`src/rtl/tjmonopix2_arb_pkg.sv`:
```
// Shared constants and types for the RX stream arbiter and its priority picker.
package tjmonopix2_arb_pkg;

   localparam int CH_MAX = 8;
   localparam int SRC_W  = 3;
   localparam int CNT_W  = 32;

   typedef enum logic [1:0] {
      ARB_IDLE,
      ARB_HOLD,
      ARB_ROTATE
   } arb_op_e;

endpackage

```
`src/rtl/rx_stream_arbiter_rr_pick.sv`:
```
// Rotate-priority encoder: grants the first set request found scanning
// start, start+1, ... modulo N.
module rr_pick
   import tjmonopix2_arb_pkg::*;
#(
   parameter int N = 4
) (
   input  logic [N-1:0]     req,
   input  logic [SRC_W-1:0] start,
   output logic [N-1:0]     gnt,
   output logic [SRC_W-1:0] idx
);

   logic [CH_MAX-1:0] req_x;
   logic [SRC_W-1:0]  cand;

   assign req_x = CH_MAX'(req);

   // Walk the offsets backwards so the smallest offset from start wins.
   always_comb begin
      idx  = '0;
      cand = '0;
      for (int k = N - 1; k >= 0; k--) begin
         cand = SRC_W'((int'(start) + k) % N);
         if (req_x[cand]) begin
            idx = cand;
         end
      end
   end

   always_comb begin
      gnt = '0;
      for (int i = 0; i < N; i++) begin
         gnt[i] = (|req) && (idx == SRC_W'(i));
      end
   end

endmodule

```
`src/rtl/rx_stream_arbiter.sv`:
```
// Round-robin merge of show-ahead word sources into one registered output
// stream, with bounded burst hold per source and a delivered-word counter.
module rx_stream_arbiter
   import tjmonopix2_arb_pkg::*;
#(
   parameter int CH        = 4,
   parameter int DW        = 32,
   parameter int BURST_MAX = 16
) (
   input  logic                BUS_CLK,
   input  logic                RESETB,
   input  logic [CH-1:0]       CH_EMPTY,
   input  logic [CH*DW-1:0]    CH_DATA,
   output logic [CH-1:0]       CH_READ,
   input  logic                ARB_READY_OUT,
   output logic                ARB_WRITE_OUT,
   output logic [DW-1:0]       ARB_DATA_OUT,
   output logic [SRC_W-1:0]    ARB_SRC,
   output logic [CNT_W-1:0]    WORD_CNT,
   input  logic                ENABLE
);

   localparam int BW = $clog2(BURST_MAX + 1);

   logic             valid_q, valid_d;
   logic [DW-1:0]    data_q,  data_d;
   logic [SRC_W-1:0] src_q,   src_d;
   logic [SRC_W-1:0] last_q,  last_d;
   logic [BW-1:0]    burst_q, burst_d;
   logic             held_q,  held_d;
   logic [CNT_W-1:0] cnt_q,   cnt_d;

   logic [CH_MAX-1:0] avail;
   logic [DW-1:0]     ch_word [CH_MAX];
   logic [CH-1:0]     pick_gnt;
   logic [SRC_W-1:0]  pick_idx;
   logic [SRC_W-1:0]  start;
   logic [SRC_W-1:0]  gnt_idx;
   logic [CH-1:0]     rd_oh;
   logic              free;
   logic              pop;
   logic              can_hold;
   arb_op_e           op;

   assign avail = CH_MAX'(~CH_EMPTY);

   for (genvar gi = 0; gi < CH_MAX; gi++) begin : g_word
      if (gi < CH) begin : g_live
         assign ch_word[gi] = CH_DATA[gi*DW +: DW];
      end else begin : g_pad
         assign ch_word[gi] = '0;
      end
   end

   rr_pick #(
      .N(CH)
   ) u_pick (
      .req   (~CH_EMPTY),
      .start (start),
      .gnt   (pick_gnt),
      .idx   (pick_idx)
   );

   always_comb begin
      free  = ~valid_q | ARB_READY_OUT;
      pop   = valid_q & ARB_READY_OUT;
      start = (last_q == SRC_W'(CH - 1)) ? '0 : last_q + SRC_W'(1);
      // Holding needs a real previous grant; right after reset `last` is only
      // a rotation seed, so channel 0 is reached first.
      can_hold = held_q && avail[last_q] && (int'(burst_q) < BURST_MAX - 1);

      op = ARB_IDLE;
      if (free && ENABLE && (|pick_gnt)) begin
         op = can_hold ? ARB_HOLD : ARB_ROTATE;
      end
      gnt_idx = (op == ARB_HOLD) ? last_q : pick_idx;

      rd_oh = '0;
      for (int i = 0; i < CH; i++) begin
         rd_oh[i] = (op != ARB_IDLE) && (gnt_idx == SRC_W'(i));
      end

      valid_d = valid_q & ~pop;
      data_d  = data_q;
      src_d   = src_q;
      last_d  = last_q;
      burst_d = burst_q;
      held_d  = held_q;
      cnt_d   = pop ? cnt_q + CNT_W'(1) : cnt_q;

      if (op != ARB_IDLE) begin
         valid_d = 1'b1;
         data_d  = ch_word[gnt_idx];
         src_d   = gnt_idx;
         last_d  = gnt_idx;
         held_d  = 1'b1;
         burst_d = (op == ARB_HOLD) ? burst_q + BW'(1) : '0;
      end
   end

   always_ff @(posedge BUS_CLK or negedge RESETB) begin
      if (!RESETB) begin
         valid_q <= 1'b0;
         data_q  <= '0;
         src_q   <= '0;
         last_q  <= SRC_W'(CH - 1);
         burst_q <= '0;
         held_q  <= 1'b0;
         cnt_q   <= '0;
      end else begin
         valid_q <= valid_d;
         data_q  <= data_d;
         src_q   <= src_d;
         last_q  <= last_d;
         burst_q <= burst_d;
         held_q  <= held_d;
         cnt_q   <= cnt_d;
      end
   end

   // Sources must never be popped while reset is held.
   assign CH_READ       = rd_oh & {CH{RESETB}};
   assign ARB_WRITE_OUT = valid_q;
   assign ARB_DATA_OUT  = data_q;
   assign ARB_SRC       = src_q;
   assign WORD_CNT      = cnt_q;

endmodule

```
`config.mk`:
```
export PLATFORM = sky130hd
export DESIGN_NAME = rx_stream_arbiter
export DESIGN_NICKNAME = d
export VERILOG_FILES = /design/src/rtl/tjmonopix2_arb_pkg.sv /design/src/rtl/rx_stream_arbiter_rr_pick.sv /design/src/rtl/rx_stream_arbiter.sv
export SDC_FILE = /design/constraint.sdc
export NUM_CORES = 1
export LEC_CHECK = 0
export BUFFER_PORTS_ARGS = -buffer_cell sky130_fd_sc_hd__buf_4
export CORE_MARGIN = 5
export CORE_UTILIZATION = 44
export CTS_BUF_LIST = sky130_fd_sc_hd__clkbuf_8
export CTS_CLUSTER_SIZE = 24
export DETAILED_ROUTE_END_ITERATION = 16
export PLACE_DENSITY = 0.82
export SKIP_LAST_GASP = 1
export SLEW_MARGIN = 10
export SYNTH_ARGS = -nofsm -noshare
export SYNTH_HDL_FRONTEND = slang
export SYNTH_SLANG_ARGS = --single-unit
```
`constraint.sdc`:
```
create_clock -name BUS_CLK -period 2.4 [get_ports BUS_CLK]
set_clock_uncertainty 0.15 [all_clocks]
set_input_delay 0.24 -clock BUS_CLK [delete_from_list [all_inputs] [get_ports BUS_CLK]]
set_output_delay 0.24 -clock BUS_CLK [all_outputs]
set_load 0.02 [all_outputs]
```
==> flow_summary.toml <==
[run_status]
outcome = "complete, but fails checks"
violations = "negative hold slack, negative setup slack"

[synthesis]
synth_top_area_share = 0.3967
synth_compound_area_frac = 0.1383
ys_top_cells_by_count = "121 x nand2_1, 74 x dfrtp_1, 35 x a21oi_1"
yosys.cell_count.top_type = "nand2_1"
async_flop_share = 1.000
synth_ff_type = "dfrtp_1"
synth_seq_area_share = 0.4079
synthMuxAreaShare = 0.1512
syn_area_um2 = 4668
synth_top_family_by_area = "simple AND/OR/NAND/NOR gates"
ys_ff_latch = 76
synthTopCellsByArea = "dfrtp_1 40%, nand2_1 9.7%, mux2_2 7.7%"
synth_edf_count = 0
syn_nets = 629
synth_largest_area_cell = "dfrtp_1"
synth_warnings = 0
syn_avg_cell_area_um2 = 9.527
synth_fa_ha_area_frac = 0.008041
synthXorXnorAreaFrac = 0.05816
synth_cell_types = 50
synth_cells = 490
synth-simple-area-share = 0.1873

[setup_path]
cp_slowest_stage_delay_ns = 0.58
worstSetupEndpointType = "output pin"
startpoint_type = "register"
arrival_ns = 2.47
critical_path.top_delay_family = "simple AND/OR/NAND/NOR gates"
timing.critical_path.cells = "buf_6 > mux2_4 > nand3b_1 > buf_4 > and3_4 > o31ai_4 > nor3b_4 > buf_6"
cp.required_ns = 2.01
crit_path_max_fanout = 6
crit_buf_inv = 3
worst_path_max_delay_cell = "dfstp_2"
crit_top_cell = "buf_6"
critical_path_class = "register to output pin"

[power]
p_leak_uw = 0.003533
cellPowerDensity_nw_per_um2 = 1116
ir_drop_uv = 599.3

[layout]
drive_above_1_share = 0.4623
fin_nets = 876
antenna_cells = 0
syn2layout_area_growth_pct = 55.72
stdcell_area_um2 = 7269
post-route-util = 0.7042
final.fill_count = 777

[drt]
drc_errors = 0
avgRoutedWirePerCell_um = 18.24
antenna_left = 0
wirelength_mm = 16.01
drt_first_pass_iters = 5
via_per_inst = 5.443
vias = 4779
first_iter_violations = 281

[die]
row_count = 37
die_area_um2 = 12770
start_util = 0.4522
io_pins = 208
core-area_um2 = 10320
dieHeight_um = 113
die_w_um = 113

[sta]
relSlewSlack = 0.3495
finalCriticalPeriod_ns = 2.862
rsz0062_at_grt = "yes"
fin_ws_ns = -0.4619
worst_hold_slack_ns = -0.02074
fmaxAchievable_mhz = 349.4
drv_slew = 0
min_period_over_period = 1.192
worst_slew_pin_slew_ns = 0.9757
finalHoldViolations = 8
setup_viol = 37

[global_route]
grt_overflow = 0
grt_util_all_layers = 0.2451
grt_max_degree = 77
grt_antenna_before_repair = 0
grt_pass1_wl_mm = 25.47
grt_pass1_vias = 4960

[clock_network]
clkSlewWorstSetupHoldPaths_ns = 0.11
htreeDepth = 3
cts_tree = "done"
clock-root-buffer = "clkbuf_8"
cts_made_buffers = 9
clk_latency_ns = 0.36
cts.sinks = 76
clk_path_buf_depth = 2

[worst_hold_path]
hold_path_class = "primary input to async pin"

[placement]
dp.final_hpwl_mm = 11.39
placed_cell_area_um2 = 6594
portBuffers = 207
gp_congestion = 0.9179

[job]
max-cap-violations = 0
==> routing by layer <==
metal,share of wire,global-route usage,vias to the layer above
li1,-,-,2241
met1,0.38,0.2916,2286
met2,0.50,0.4309,224
met3,0.10,0.07914,28
met4,0.017,0.05689,0
met5,0,0,-
==> cells in the final DEF (no fill, tap or decap), drive strengths merged, types with 4 or more instances in the layout <==
| cell | n |
|---|---|
| xor2 | 10 |
| xnor2 | 21 |
| nand4 | 12 |
| nor3 | 4 |
| inv | 8 |
| a21oi | 36 |
| nand3 | 8 |
| or2 | 4 |
| mux2 | 33 |
| mux2i | 33 |
| nor2b | 4 |
| nor2 | 16 |
| nand2 | 121 |
| clkbuf | 9 |
| a32oi | 31 |
| and3 | 9 |
| buf | 266 |
| o21ai | 5 |
| dfrtp | 74 |
==> final cells by class <==
type	instances	area, um2	share of cell area
tap	136	170.2	0.02341
multi-input combinational	378	2691	0.3702
clock inverter	7	67.56	0.009294
sequential	76	1904	0.2620
inverter	4	15.01	0.002065
timing repair buffer	268	2297	0.3160
clock buffer	9	123.9	0.01704
==> flip-flops by register name, summed over array words and instances (netlist names) <==
name and count:
ARB_SRC 3, held_q 1, ARB_DATA_OUT 32, burst_q 5, ARB_WRITE_OUT 1, WORD_CNT 32
last_q 2
==> per-stage QoR <==
| stage | hold WS [ns] | worst slack [ns] | instances | TNS (ns) | total power (uW) |
|---|---|---|---|---|---|
| 6_report | -0.02074 | -0.4619 | 878 | -10.31 | 8113 |
| 4_1_cts | 0.02214 | -0.4380 | 876 | -9.946 | 8082 |
| 5_1_grt | 0.02856 | -0.5632 | 878 | -14.44 | 8559 |
| 2_1_floorplan | -0.2056 | -0.1721 | 490 | -4.311 | 4519 |
| 3_5_place_dp | 0.3107 | -0.2505 | 841 | -6.377 | 6029 |
| 3_3_place_gp | 0.2926 | -0.2258 | 841 | -4.313 | 5869 |
==> worst paths after layout <==
kind	startpoint	end	slack (ns)	depth (start not counted)
worst min-delay path	RESETB	ARB_SRC[2]	-0.02	2
max in group asynchronous	RESETB	WORD_CNT[27]	1.48	2
worst max register to register	last_q[1]	ARB_DATA_OUT[10]	-0.33	10
worst min register to register	WORD_CNT[31]	WORD_CNT[31]	0.33	1
worst max-delay path	last_q[0]	CH_READ[3]	-0.46	8
min in group BUS_CLK	ARB_READY_OUT	WORD_CNT[2]	0.04	3
==> report_power, final <==
group | switching (uW) | internal (uW) | total, uW
clock network | 566 | 405 | 971
registers | 366 | 1670 | 2040
logic | 2340 | 2770 | 5100
total | 3270 | 4840 | 8110
==> cell families (layout without fill, tap and decap cells) <==
group / Yosys count / in the layout
flops: 76 / 76
buf+inv: 36 / 288
xor+xnor: 31 / 31
simple gates: 191 / 191
compound gates: 87 / 87
fa+ha+maj: 3 / 3
mux: 66 / 66
==> what timing repair did <==
| action | in CTS | in global routing |
|---|---|---|
| endpoints found under the setup margin | 36 | 38 |
| hold buffers | 1 | 0 |
| endpoints found under the hold margin | 1 | 0 |
| buffers inserted | 12 | 2 |
| gates cloned | 6 | 0 |
| resized for setup | 34 | 2 |
| pin swaps | 24 | 4 |
Note: power is estimated with default switching activity, not from simulation.
